==> src/rtl/axi_slice_pkg.sv <==
// Shared encodings for the AXI register slice: mode selectors and the skid FSM state.
// State bits are chosen so that m_valid and s_ready come straight off state flops.
package axi_slice_pkg;

  localparam int MODE_BYPASS = 0;
  localparam int MODE_FWD    = 1;
  localparam int MODE_FULL   = 2;

  // bit1 = s_ready, bit0 = m_valid
  typedef enum logic [1:0] {
    ST_EMPTY = 2'b10,
    ST_ONE   = 2'b11,
    ST_FULL  = 2'b01
  } slice_state_e;

  function automatic logic [1:0] state_count(slice_state_e s);
    case (s)
      ST_ONE:  return 2'd1;
      ST_FULL: return 2'd2;
      default: return 2'd0;
    endcase
  endfunction

endpackage

==> src/rtl/dff_async_rst_n.sv <==
// Enable flip-flop with asynchronous active-low reset to a parameterised value.
module dff_async_rst_n #(
  parameter int               WIDTH = 1,
  parameter logic [WIDTH-1:0] RESET = '0
) (
  input  logic             clk_i,
  input  logic             arst_n_i,
  input  logic             en_i,
  input  logic [WIDTH-1:0] d_i,
  output logic [WIDTH-1:0] q_o
);

  always_ff @(posedge clk_i or negedge arst_n_i) begin
    if (!arst_n_i) begin
      q_o <= RESET;
    end else if (en_i) begin
      q_o <= d_i;
    end
  end

endmodule

==> src/rtl/axi_reg_slice.sv <==
// Valid/ready register slice: bypass, forward-registered, or full skid buffer,
// selected at elaboration by MODE.
module axi_reg_slice
  import axi_slice_pkg::*;
#(
  parameter int               WIDTH      = 32,
  parameter int               MODE       = MODE_FULL,
  parameter logic [WIDTH-1:0] RESET_DATA = {WIDTH{1'b0}}
) (
  input  logic             i_clock,
  input  logic             i_areset_n,
  input  logic             i_flush,
  input  logic             s_valid,
  output logic             s_ready,
  input  logic [WIDTH-1:0] s_data,
  output logic             m_valid,
  input  logic             m_ready,
  output logic [WIDTH-1:0] m_data,
  output logic [1:0]       o_count
);

  if (WIDTH < 1 || WIDTH > 1024) begin : g_bad_width
    $error("axi_reg_slice: WIDTH must be 1..1024");
  end

  if (MODE == MODE_BYPASS) begin : g_bypass
    logic unused_ok;

    assign m_valid   = s_valid;
    assign m_data    = s_data;
    assign s_ready   = m_ready;
    assign o_count   = 2'd0;
    assign unused_ok = &{1'b0, i_clock, i_areset_n, i_flush};

  end else if (MODE == MODE_FWD) begin : g_fwd
    logic             valid_q;
    logic             valid_d;
    logic             accept;
    logic [WIDTH-1:0] data_q;

    assign s_ready = !valid_q | m_ready;
    // A beat offered during flush is dropped even though s_ready may be high.
    assign accept  = s_valid & s_ready & !i_flush;

    always_comb begin
      valid_d = valid_q;
      if (i_flush) begin
        valid_d = 1'b0;
      end else if (accept) begin
        valid_d = 1'b1;
      end else if (m_ready) begin
        valid_d = 1'b0;
      end
    end

    dff_async_rst_n #(.WIDTH(1), .RESET(1'b0)) u_valid (
      .clk_i    (i_clock),
      .arst_n_i (i_areset_n),
      .en_i     (1'b1),
      .d_i      (valid_d),
      .q_o      (valid_q)
    );

    dff_async_rst_n #(.WIDTH(WIDTH), .RESET(RESET_DATA)) u_data (
      .clk_i    (i_clock),
      .arst_n_i (i_areset_n),
      .en_i     (accept),
      .d_i      (s_data),
      .q_o      (data_q)
    );

    assign m_valid = valid_q;
    assign m_data  = data_q;
    assign o_count = {1'b0, valid_q};

  end else if (MODE == MODE_FULL) begin : g_full
    logic [1:0]       state_bits_q;
    slice_state_e     state_q;
    slice_state_e     state_d;
    logic             accept;
    logic             out_en;
    logic             out_from_skid;
    logic             skid_en;
    logic [WIDTH-1:0] out_q;
    logic [WIDTH-1:0] out_d;
    logic [WIDTH-1:0] skid_q;

    assign state_q = slice_state_e'(state_bits_q);
    assign s_ready = state_bits_q[1];
    assign m_valid = state_bits_q[0];
    assign accept  = s_valid & s_ready;

    always_comb begin
      state_d       = state_q;
      out_en        = 1'b0;
      out_from_skid = 1'b0;
      skid_en       = 1'b0;
      unique case (state_q)
        ST_EMPTY: begin
          if (accept) begin
            state_d = ST_ONE;
            out_en  = 1'b1;
          end
        end
        ST_ONE: begin
          if (accept && !m_ready) begin
            state_d = ST_FULL;
            skid_en = 1'b1;
          end else if (accept) begin
            out_en  = 1'b1;
          end else if (m_ready) begin
            state_d = ST_EMPTY;
          end
        end
        ST_FULL: begin
          if (m_ready) begin
            state_d       = ST_ONE;
            out_en        = 1'b1;
            out_from_skid = 1'b1;
          end
        end
        default: state_d = ST_EMPTY;
      endcase
      // Flush overrides any handshake and leaves data registers untouched.
      if (i_flush) begin
        state_d = ST_EMPTY;
        out_en  = 1'b0;
        skid_en = 1'b0;
      end
    end

    assign out_d = out_from_skid ? skid_q : s_data;

    dff_async_rst_n #(.WIDTH(2), .RESET(ST_EMPTY)) u_state (
      .clk_i    (i_clock),
      .arst_n_i (i_areset_n),
      .en_i     (1'b1),
      .d_i      (state_d),
      .q_o      (state_bits_q)
    );

    dff_async_rst_n #(.WIDTH(WIDTH), .RESET(RESET_DATA)) u_out (
      .clk_i    (i_clock),
      .arst_n_i (i_areset_n),
      .en_i     (out_en),
      .d_i      (out_d),
      .q_o      (out_q)
    );

    dff_async_rst_n #(.WIDTH(WIDTH), .RESET(RESET_DATA)) u_skid (
      .clk_i    (i_clock),
      .arst_n_i (i_areset_n),
      .en_i     (skid_en),
      .d_i      (s_data),
      .q_o      (skid_q)
    );

    assign m_data  = out_q;
    assign o_count = state_count(state_q);

  end else begin : g_bad_mode
    $error("axi_reg_slice: MODE must be 0, 1 or 2");
  end

endmodule
==> config.mk <==
export PLATFORM = sky130hd
export DESIGN_NAME = axi_reg_slice
export DESIGN_NICKNAME = d
export VERILOG_FILES = /design/src/rtl/axi_slice_pkg.sv /design/src/rtl/dff_async_rst_n.sv /design/src/rtl/axi_reg_slice.sv
export SDC_FILE = /design/constraint.sdc
export NUM_CORES = 1
export LEC_CHECK = 0
export CAP_MARGIN = 20
export CORE_MARGIN = 1.5
export CORE_UTILIZATION = 51
export CTS_BUF_LIST = sky130_fd_sc_hd__clkbuf_4 sky130_fd_sc_hd__clkbuf_8
export CTS_CLUSTER_DIAMETER = 100
export CTS_CLUSTER_SIZE = 16
export DETAILED_ROUTE_END_ITERATION = 8
export PLACE_DENSITY = 0.92
export SETUP_SLACK_MARGIN = 0.3
export SYNTH_ARGS = -nofsm -noshare
export SYNTH_HDL_FRONTEND = slang
export SYNTH_SLANG_ARGS = --single-unit
==> constraint.sdc <==
create_clock -name i_clock -period 2.2 [get_ports i_clock]
set_input_delay 0.33 -clock i_clock [delete_from_list [all_inputs] [get_ports i_clock]]
set_output_delay 0.33 -clock i_clock [all_outputs]
set_load 0.01 [all_outputs]
# --- Word-level counts from Yosys, hierarchy flattened ---
# Index checks and enable logic that the tools add are counted.
word_totals:
  latchBits: 0
  romBits: 0
  mem_count: 0
  regBits: 66
  ram_bits: 0
  wordCells: 32
op_classes:
  n_eq_ne: 7
  muxes: 18
  multipliers: 0
  shift: 0
  order_cmp: 0
  bitwise_logic: 1
  n_reduce_logical: 3
  div_mod_pow: 0
  addsub: 0
ops:
  columns: ["cell", "n"]
  rows:
  - ["two-way mux 32 bit", 1]
  - ["two-way mux 2 bit", 6]
  - ["two-way mux 1 bit", 8]
  - ["inequality test 4 bit, second input constant", 2]
  - ["inequality test 3 bit, second input constant", 2]
  - ["one-hot mux 2 bit (3 select lines)", 1]
  - ["equality test 2 bit, second input constant", 2]
  - ["one-hot mux 2 bit (2 select lines)", 1]
  - ["AND reduction 4 bit", 1]
  - ["one-hot mux 1 bit (3 select lines)", 1]
  - ["equality test 2 x 1 -> 1 bit, second input constant", 1]
  - ["AND 1 bit", 1]
  - ["logical AND 1 bit", 1]
  - ["logical NOT 1 bit", 1]

# --- Depth between registers and ports, before layout ---
# Gate-level depths: netlist of run 1.
depth:
  ltp_word: 5
  depth_mapped: 8
  depth_no_buf: 6

# --- By module ---
# A second synthesis of run 1 with hierarchy kept.
unflattened:
  cells_unflattened: 189
  area_unflattened_um2: 3256.9
by_module_without_submodules:
  columns: ["module", "seq_area_each_um2", "n_inst", "cells_each", "area_per_inst_um2"]
  rows:
  - ["dff_async_rst_n at g_full.u_out ...", 800.8, 2, 68, 1345.0]
  - ["axi_reg_slice", 0.0, 1, 49, 493.0]
  - ["dff_async_rst_n at g_full.u_state", 51.3, 1, 4, 73.8]

# --- Worst setup path before layout of run 1 ---
# No wires, ideal clock.
synth_path:
  kind: "reg-to-reg"
  start: "reg g_full.u_state.q_o[1]"
  end: "reg g_full.u_skid.q_o[10]"
  setup_time_ns: 0.127
  n_path_buf: 2
  path_stages_with_launch: 7
  synth_period_minus_slack_ns: 1.845
  required_time_ns: 2.073
  slack_ns: 0.355
  arrival_ns: 1.718
  cell_sequence: "dfstp_2 ha_1 nor3b_2 nor2b_1 buf_4 buf_6 mux2_1"
synth_via:
  elab_chain_len: 5
  elab_cells_between_ends: 6
synth_rtl:
  columns: ["item", "line", "rtl"]
  rows:
  - ["start: declaration", "dff_async_rst_n.sv:10", "output logic [WIDTH-1:0] q_o"]
  - ["start signal: assignment", "dff_async_rst_n.sv:17", "q_o <= d_i;"]
  - ["AND 1 bit", "axi_reg_slice.sv:91", "assign accept = s_valid & s_ready;"]
  - ["logical AND 1 bit", "axi_reg_slice.sv:106", "if (accept && !m_ready) begin"]
  - ["two-way mux 1 bit", "axi_reg_slice.sv:106", null]
  - ["two-way mux 1 bit (*)", "axi_reg_slice.sv:98", "unique case (state_q)"]
  - ["two-way mux 1 bit (*)", "axi_reg_slice.sv:125", "if (i_flush) begin"]
  - ["end signal: assignment", "dff_async_rst_n.sv:17", null]
  - ["end: declaration", "dff_async_rst_n.sv:10", null]
# Mark *: on every way between the ends. The rest lies on a longest branch, timed or not.
# A chain may end at the register's enable or synchronous reset.

# --- Final worst setup path of run 1 ---
layout_path:
  start: "reg g_full.u_state.q_o[1]"
  end: "reg g_full.u_skid.q_o[5]"
# Same word-level chain as after synthesis.

==> results of run 1 <==
what timing repair did:
item / 4_1_cts / 5_1_grt
setup buffers: 1 / 6
cloned: 0 / 3
endpoints found under the setup margin: 54 / 55
hold buffers: 1 / 0
gates resized for setup: 3 / 41
pin swaps: 0 / 1
hold endpoints to repair: 21 / 0
cell families after synthesis:
family          after synthesis  share of synthesized area, %
flops                        66                          53.9
buf+inv                      16                          4.66
mux                          66                          22.9
xor+xnor                      1                         0.286
compound gates               37                          9.96
fa+ha+maj                     5                          2.04
simple gates                 42                          6.25
report_power, final:
group	internal (µW)	switching [µW]	total, µW
Combinational	1360	918	2270
Clock	720	434	1150
Sequential	1790	349	2140
Total	3860	1700	5560
cell type report:
type	count	area [µm²]
repair buffers	89	962
clock buffers	13	166
clock inverters	2	60.1
well taps	75	93.8
multi-input cells	151	1410
flip-flops and latches	66	1650
fillers	393	1500
inverters	2	7.51
placed cells by master (no fill, tap or decap), types with 3 or more instances in the layout:
| cell | n |
|---|---|
| buf_4 | 5 |
| nand2_1 | 32 |
| buf_6 | 3 |
| clkbuf_8 | 11 |
| clkdlybuf4s50_1 | 68 |
| o21ai_2 | 28 |
| mux2_4 | 31 |
| buf_12 | 5 |
| mux2i_1 | 34 |
| o21ai_1 | 4 |
| ha_1 | 4 |
| dfrtp_1 | 65 |
metrics by stage:
stage | hold slack (ns) | cell area (µm²)
2_1_floorplan | 0.0344 | 3060
3_3_place_gp | 0.345 | 3830
3_5_place_dp | 0.353 | 3830
4_1_cts | 0.483 | 4070
5_1_grt | 0.511 | 4350
6_report | 0.478 | 4350
critical path, delay by kind of cell, from the launching register on:
kind,cells,cell delay [ns]
buffers and inverters,3,0.45
flip-flops,1,0.60
multiplexers,1,0.30
AND/OR/NAND/NOR,3,0.47
worst paths after layout:
check	end	slack, ns	depth (start not counted)
max reg2reg	g_full.u_skid.q_o[5]$_DFFE_PN0P_	0.26	7
min reg2reg	g_full.u_out.q_o[16]$_DFFE_PN0P_	0.48	2
min in group asynchronous	g_full.u_state.q_o[0]$_DFFE_PN0P_	0.52	2
max	g_full.u_skid.q_o[5]$_DFFE_PN0P_	0.26	7
max in group asynchronous	g_full.u_skid.q_o[20]$_DFFE_PN0P_	1.07	3
min	g_full.u_out.q_o[16]$_DFFE_PN0P_	0.48	2
Yosys cell counts (all sizes together):
cell type | number | area (µm²)
buf | 14 | 135
nand4bb | 1 | 11.3
dfrtp | 65 | 1630
nor4b | 1 | 8.76
inv | 2 | 7.51
o21ai | 34 | 275
nand2b | 1 | 6.26
mux2i | 34 | 340
dfstp | 1 | 26.3
o32a | 1 | 10.0
nor2 | 2 | 7.51
nor2b | 2 | 12.5
nand2 | 34 | 133
a221oi | 1 | 15.0
ha | 5 | 62.6
a21oi | 1 | 5.00
xor2 | 1 | 8.76
nor3b | 1 | 12.5
mux2 | 32 | 360
flip-flops by register name, summed over array words and instances (netlist names):
signal	cells
g_full.u_state.q_o	2
g_full.u_out.q_o	32
g_full.u_skid.q_o	32
per-layer routing:
| layer | GRT usage (%) | vias to the layer above | wire length, µm |
|---|---|---|---|
| met5 | 0 | - | 0 |
| met4 | 10.9 | 0 | 125 |
| met3 | 3.64 | 10 | 248 |
| met2 | 34.9 | 56 | 3560 |
| met1 | 22.7 | 1038 | 2800 |
| li1 | - | 998 | - |
==> metrics.txt, run 1 <==
Die Y 80.5 µm; initial antenna violation count 0; Worst EP required 2.41 ns; Avg Vias per Cell 5.28; final hold vios 0; RSZ-0062 raised after global routing yes; crit-path max cell delay 0.60 ns; worst-path fanout max 6; Worst setup SP type flop; clock root buffer clkbuf_8; Core Box Area 5850 µm²; max_cap viols 0; DIE AREA 6480 µm²; CP endpoint kind flop; vias in the first global route 1996; Rows 28; Yosys cell types 24; sequential cell area fraction in the yosys report 53.9%; worst hold path class flop to flop; Finished Layout Cells 398; crit path launch g_full.u_state.q_o[1]$_DFFE_PN1P_; critical path's slowest cell dfstp_2; CTS buffer count 9; layout net count 361; Design Power 5560 µW; worst r2r src g_full.u_state.q_o[1]$_DFFE_PN1P_; via count 2102; number of diodes 0; HPWL Detailed 3.99 mm; path type of the worst setup path flop to flop; Avg WL per Cell 16.9 µm; Starting Density 52.4%; clock tree buffer depth 2; Post-Place Worst Slack 0.147 ns; crit path DAT 2.15 ns; DRC viols 0; Final Util 74.4%; I/O pin cnt 73; worst path cell trace buf_6 -> nand2_4 -> nor3b_2 -> nor2b_4 -> buf_12 -> clkbuf_16 -> mux2_4; Seq cells post-synth 66; slew at the pin closest to its max-slew limit 0.557 ns; CTS H-Tree Depth 3; CTS Sinks 66; hold path start g_full.u_out.q_o[16]$_DFFE_PN0P_; final setup fails 0; Tot GR Track Use 19.9%; final cycle utilization of the critical path 88.1%; RD Place Congestion 0.784; drt first pass iters 4; PwrDens 1280 nW/µm²; placed cell count 372; initial DRC count 114; Highest Clock Rate 0.516 GHz; max_slew headroom 62.8%; clock transition at the registers of the reported paths 0.07 ns; setup ws final 0.262 ns; post-layout min period 1.94 ns; run status finished, final reports clean; worst skew pair latency 0.33 ns; Layout area overhead 42.1%; chip width 80.5 µm; port buffer count 72; synthesized area per cell 13.2 µm²; final setup TNS 0 ns; synth warn 0; layout cell share with drive strength beyond 1 30.7%; Post-Syn Area 3060 µm²; pin count of the biggest net entering global routing 45; Net Count, Synth 275; TritonCTS clock tree yes; post-synthesis cell count 233; grt total ovfl 0; Slew Viols, Final 0; DRT antenna net count 0; first-pass GRT wire length 9.43 mm; Fin Clk Skew 0.00820 ns; Max rail drop VDD 776 µV; final wirelength 6.73 mm; leakage power 0.00214 µW
Note: power is estimated with default switching activity, not from simulation.
==> run 2, diff against run 1 <==
CORE_UTILIZATION = 25   (was 51)
PLACE_DENSITY = 0.56   (was 0.92)
==> run 2 against run 1 <==
  * Sequential share of layout area rose by 1.0 points
  * Largest power group is now registers
  * Setup slack improved by 0.076 ns
  * Clock power rose by 9%
  * Cell area fell by 2.6%
  * Combinational power fell by 13%
==> metrics.txt, run 2 (synthesis results as in run 1) <==
run status finished, final reports clean; layout net count 353; CTS buffer count 9; pin count of the biggest net entering global routing 67; Largest regs g_full.u_out.q_o: 32 flops, g_full.u_skid.q_o: 32 flops, g_full.u_state.q_o: 2 flops; port buffer count 72; Design Power 5290 µW; Highest Clock Rate 0.537 GHz; Avg Vias per Cell 4.28; most frequent cells in the layout 68 x clkdlybuf4s50_1, 65 x dfrtp_1, 34 x mux2i_1, 32 x nand2_1, 32 x mux2_1; first-pass GRT wire length 9.80 mm; clock transition at the registers of the reported paths 0.08 ns; max_slew headroom 76.2%; DRT antenna net count 0; CP Capture Point g_full.u_skid.q_o[23]$_DFFE_PN0P_; Worst EP required 2.43 ns; post-layout min period 1.86 ns; RD Place Congestion 0.668; worst-path fanout max 18; Avg WL per Cell 13.3 µm; Worst Reg2Reg Path Length in Cells 6; slew at the pin closest to its max-slew limit 0.357 ns; CTS H-Tree Depth 3; HPWL Detailed 3.99 mm; dpl cell area 3950 µm²; I/O pin cnt 73; DIE AREA 12900 µm²; worst hold path class flop to flop; Die Y 114 µm; RSZ-0062 raised after global routing yes; final wirelength 6.16 mm; max_cap viols 0; chip width 114 µm; number of diodes 0; initial antenna violation count 0; DRC viols 0; Tot GR Track Use 9.98%; clock root buffer clkbuf_8; crit path DAT 2.09 ns; Slew Viols, Final 0; path type of the worst setup path flop to flop; CTS Sinks 66; worst r2r src g_full.u_state.q_o[1]$_DFFE_PN1P_; Layout area overhead 38.3%; most common cell after layout, fill and taps aside clkdlybuf4s50_1; Crit Reg-Reg Endpoint g_full.u_skid.q_o[23]$_DFFE_PN0P_; Rows 40; leakage power 0.00203 µW; vias in the first global route 1991; R2R setup slack 0.34 ns; Core Box Area 12000 µm²; Max rail drop VDD 516 µV; TritonCTS clock tree yes; grt total ovfl 0; layout cell share with drive strength beyond 1 19.6%; final hold vios 0; final setup TNS 0 ns; initial DRC count 35; via count 1982; Starting Density 25.6%; PwrDens 1250 nW/µm²; final setup fails 0; Fin Clk Skew 0.0100 ns; CP endpoint kind flop; crit path launch g_full.u_state.q_o[1]$_DFFE_PN1P_; drt first pass iters 3; design area 4240 µm²; worst skew pair latency 0.34 ns; Worst setup SP type flop; final cycle utilization of the critical path 84.6%; clock tree buffer depth 2
==> run 2: changes by cell type in the layout (fill, tap and decap cells not counted), moves of 2 or more <==
| cell | before | now |
|---|---|---|
| buf_4 | 5 | 2 |
| buf_6 | 3 | 0 |
| clkbuf_8 | 11 | 9 |
| clkinv_4 | 0 | 2 |
| ha_2 | 0 | 2 |
| mux2_1 | 1 | 32 |
| mux2_4 | 31 | 0 |
==> run 2: area by class of cell <==
cell class / count / area, µm²
clock buffers: 10 / 131
well taps: 147 / 184
multi-input cells: 151 / 1280
flip-flops and latches: 66 / 1650
repair buffers: 81 / 866
fillers: 1191 / 7720
clock inverters: 6 / 115
inverters: 2 / 7.51
==> run 2: what timing repair did <==
item / CTS / global route
endpoints found under the hold margin: 24 / 0
cloned: 0 / 1
gates resized for setup: 2 / 3
hold buffers: 1 / 0
setup buffers: 1 / 0
endpoints found under the setup margin: 36 / 35
==> run 2: metal layers <==
layer,GRT usage (%),routed length (µm),share of wire (%)
met5,0,0,0
met4,4.25,102,1.7
met3,4.20,343,5.6
met2,15.8,2970,48
met1,11.9,2740,44
==> run 2: worst min-delay path by stage <==
stage / startpoint / to / depth (start not counted)
final: g_full.u_out.q_o[26]$_DFFE_PN0P_ / g_full.u_out.q_o[26]$_DFFE_PN0P_ / 2
after global routing: g_full.u_out.q_o[26]$_DFFE_PN0P_ / g_full.u_out.q_o[26]$_DFFE_PN0P_ / 2
after CTS: g_full.u_out.q_o[19]$_DFFE_PN0P_ / g_full.u_out.q_o[19]$_DFFE_PN0P_ / 2
after floorplan: i_areset_n / g_full.u_out.q_o[0]$_DFFE_PN0P_ / 0
after detailed placement: i_areset_n / g_full.u_out.q_o[16]$_DFFE_PN0P_ / 2
after global placement: i_areset_n / g_full.u_out.q_o[16]$_DFFE_PN0P_ / 2
==> run 2: worst max-delay path, cell delays in order, from the launching register on <==
cell	delay (ns)
dfstp_2	0.56
buf_4	0.15
nand2_2	0.09
nor3b_2	0.19
nor2b_4	0.23
buf_12	0.18
mux2_1	0.33
==> run 2: stage by stage <==
stage          std cells  setup WS (ns)  util [%]  hold slack (ns)
6_report             463          0.339      35.4            0.476
5_1_grt              463          0.236      35.4            0.501
4_1_cts              462          0.252      35.2            0.483
3_5_place_dp         444          0.173      33.0            0.382
3_3_place_gp         444          0.192      33.0            0.379
2_1_floorplan        233          0.355         -           0.0344
==> run 2: report_power, final <==
group          leakage (µW)  switching (µW)  internal, µW
combinational       0.00109             875          1110
sequential         0.000819             266          1780
clock              0.000120             483           769
==> run 3, diff against run 2 <==
PLACE_DENSITY = 0.58   (was 0.56)
clock period = 1.7 ns   (was 2.2 ns; I/O delays follow)
==> run 3 against run 2 <==
  * The flow now finishes with violations (setup timing)
  * Via count is 10% higher
  * Clock skew decreased by 0.0027 ns
  * Global-route usage up 2.2 points
  * Sequential power grew 39%
  * Sequential share of layout area shrank 5.8 points
  * Largest power group is now combinational logic
  * Clock power grew 13%
  * Register-to-register slack got worse by 0.53 ns
  * First-iteration DRC count is 63% higher
  * Largest cell class unchanged
  * Flip-flop and latch count stayed put
  * Count of clock-buffer cells in the layout up 2
  * Utilization increased by 6.3 points
  * Final cell count increased by 6.5%
==> metrics.txt, run 3 (synthesis results as in run 1) <==
setup ws final -0.192 ns; failing checks setup timing; TritonCTS clock tree yes; HPWL Detailed 4.47 mm; DRT antenna net count 0; PwrDens 1590 nW/µm²; Worst setup SP type flop; post-layout min period 1.89 ns; clock root buffer clkbuf_8; Avg WL per Cell 16.1 µm; initial antenna violation count 0; placed cell count 452; max_slew headroom 68.7%; leakage power 0.00248 µW; dpl cell area 4020 µm²; Tot GR Track Use 12.2%; design area 4990 µm²; RSZ-0062 raised after global routing yes; Rows 40; vias in the first global route 2335; worst-path fanout max 8; DRC viols 0; R2R setup slack -0.19 ns; number of diodes 0; layout cell share with drive strength beyond 1 46.2%; CP endpoint kind flop; Starting Density 25.6%; worst r2r src g_full.u_state.q_o[1]$_DFFE_PN1P_; DIE AREA 12900 µm²; first-pass GRT wire length 12.1 mm; CTS Sinks 66; worst hold path class input port to asynchronous set/reset pin; clock tree buffer depth 2; CTS buffer count 9; max_cap viols 0; drt first pass iters 4; worst skew pair latency 0.35 ns; path type of the worst setup path flop to flop; Worst Reg2Reg Path Length in Cells 7; crit path DAT 2.12 ns; port buffer count 72; Max rail drop VDD 538 µV; via count 2184; grt total ovfl 0; slew at the pin closest to its max-slew limit 0.469 ns; Avg Vias per Cell 4.43; final setup fails 65; Crit Reg-Reg Endpoint g_full.u_skid.q_o[21]$_DFFE_PN0P_; final cycle utilization of the critical path 111%; Finished Layout Cells 493; # fillers 1126; pin count of the biggest net entering global routing 35; Highest Clock Rate 0.528 GHz; CTS H-Tree Depth 3; Fin Clk Skew 0.00727 ns; Layout area overhead 62.8%; layout net count 383; most common cell after layout, fill and taps aside dfrtp_1; most frequent cells in the layout 64 x dfrtp_1, 35 x clkdlybuf4s50_1, 34 x mux2i_1, 33 x dlygate4sd2_1, 29 x o21ai_2; I/O pin cnt 73; clock transition at the registers of the reported paths 0.08 ns; final hold vios 0; Worst EP required 1.93 ns; run status finished, violations left; RD Place Congestion 0.704; Largest regs g_full.u_out.q_o: 32 flops, g_full.u_skid.q_o: 32 flops, g_full.u_state.q_o: 2 flops; Core Box Area 12000 µm²; Die Y 114 µm; initial DRC count 57; Slew Viols, Final 0; chip width 114 µm; final wirelength 7.93 mm; Design Power 7950 µW
run 3: final cells by class:
type	instances	area (µm²)	share of cell area, %
well taps	147	184	3.69
clock buffers	12	165	3.31
flip-flops and latches	66	1650	33.2
inverters	2	7.51	0.151
clock inverters	4	48.8	0.978
multi-input cells	151	1650	33.2
repair buffers	111	1270	25.5
run 3: where the power goes:
| part | internal, µW | switching [µW] | leakage [µW] | total (µW) |
|---|---|---|---|---|
| clock | 795 | 615 | 0.000112 | 1410 |
| combinational | 2180 | 1510 | 0.00155 | 3690 |
| sequential | 2320 | 535 | 0.000818 | 2850 |
| total | 5290 | 2660 | 0.00248 | 7950 |
run 3: routing by layer:
layer | GRT usage [%] | up-vias | part of all wire [%]
li1 | - | 1030 | -
met1 | 14.6 | 1091 | 45
met2 | 19.9 | 52 | 48
met3 | 4.68 | 11 | 5.0
met4 | 4.83 | 0 | 1.4
met5 | 0 | - | 0
run 3: what timing repair did:
action | in CTS | in global routing
gates resized for setup | 85 | 75
endpoints found under the hold margin | 31 | 0
pin swaps | 3 | 23
hold buffers | 1 | 0
setup endpoints to repair | 102 | 70
cloned | 6 | 5
buffers inserted | 9 | 4
run 3: worst max-delay path by stage:
stage / depth (start not counted) / to / startpoint
6_report: 7 / g_full.u_skid.q_o[21]$_DFFE_PN0P_ / g_full.u_state.q_o[1]$_DFFE_PN1P_
5_1_grt: 7 / g_full.u_skid.q_o[23]$_DFFE_PN0P_ / g_full.u_state.q_o[1]$_DFFE_PN1P_
4_1_cts: 7 / g_full.u_skid.q_o[0]$_DFFE_PN0P_ / g_full.u_state.q_o[1]$_DFFE_PN1P_
3_5_place_dp: 5 / g_full.u_skid.q_o[26]$_DFFE_PN0P_ / m_ready
3_3_place_gp: 5 / g_full.u_skid.q_o[4]$_DFFE_PN0P_ / m_ready
2_1_floorplan: 6 / g_full.u_skid.q_o[10]$_DFFE_PN0P_ / g_full.u_state.q_o[1]$_DFFE_PN1P_
run 3: stage by stage:
step | setup TNS [ns] | setup slack, ns | hold slack [ns] | util (%)
2_1_floorplan | -4.31 | -0.0926 | -0.0406 | -
3_3_place_gp | -8.74 | -0.172 | 0.241 | 33.6
3_5_place_dp | -9.60 | -0.203 | 0.246 | 33.6
4_1_cts | -8.90 | -0.184 | 0.413 | 38.5
5_1_grt | -13.00 | -0.250 | 0.424 | 41.7
6_report | -9.28 | -0.192 | 0.401 | 41.7
run 3: critical path: stages (launching register included):
cell	delay, ns
dfstp_2	0.55
buf_6	0.12
ha_4	0.12
nor3b_4	0.20
nor2b_4	0.21
buf_6	0.14
buf_12	0.13
mux2_4	0.30
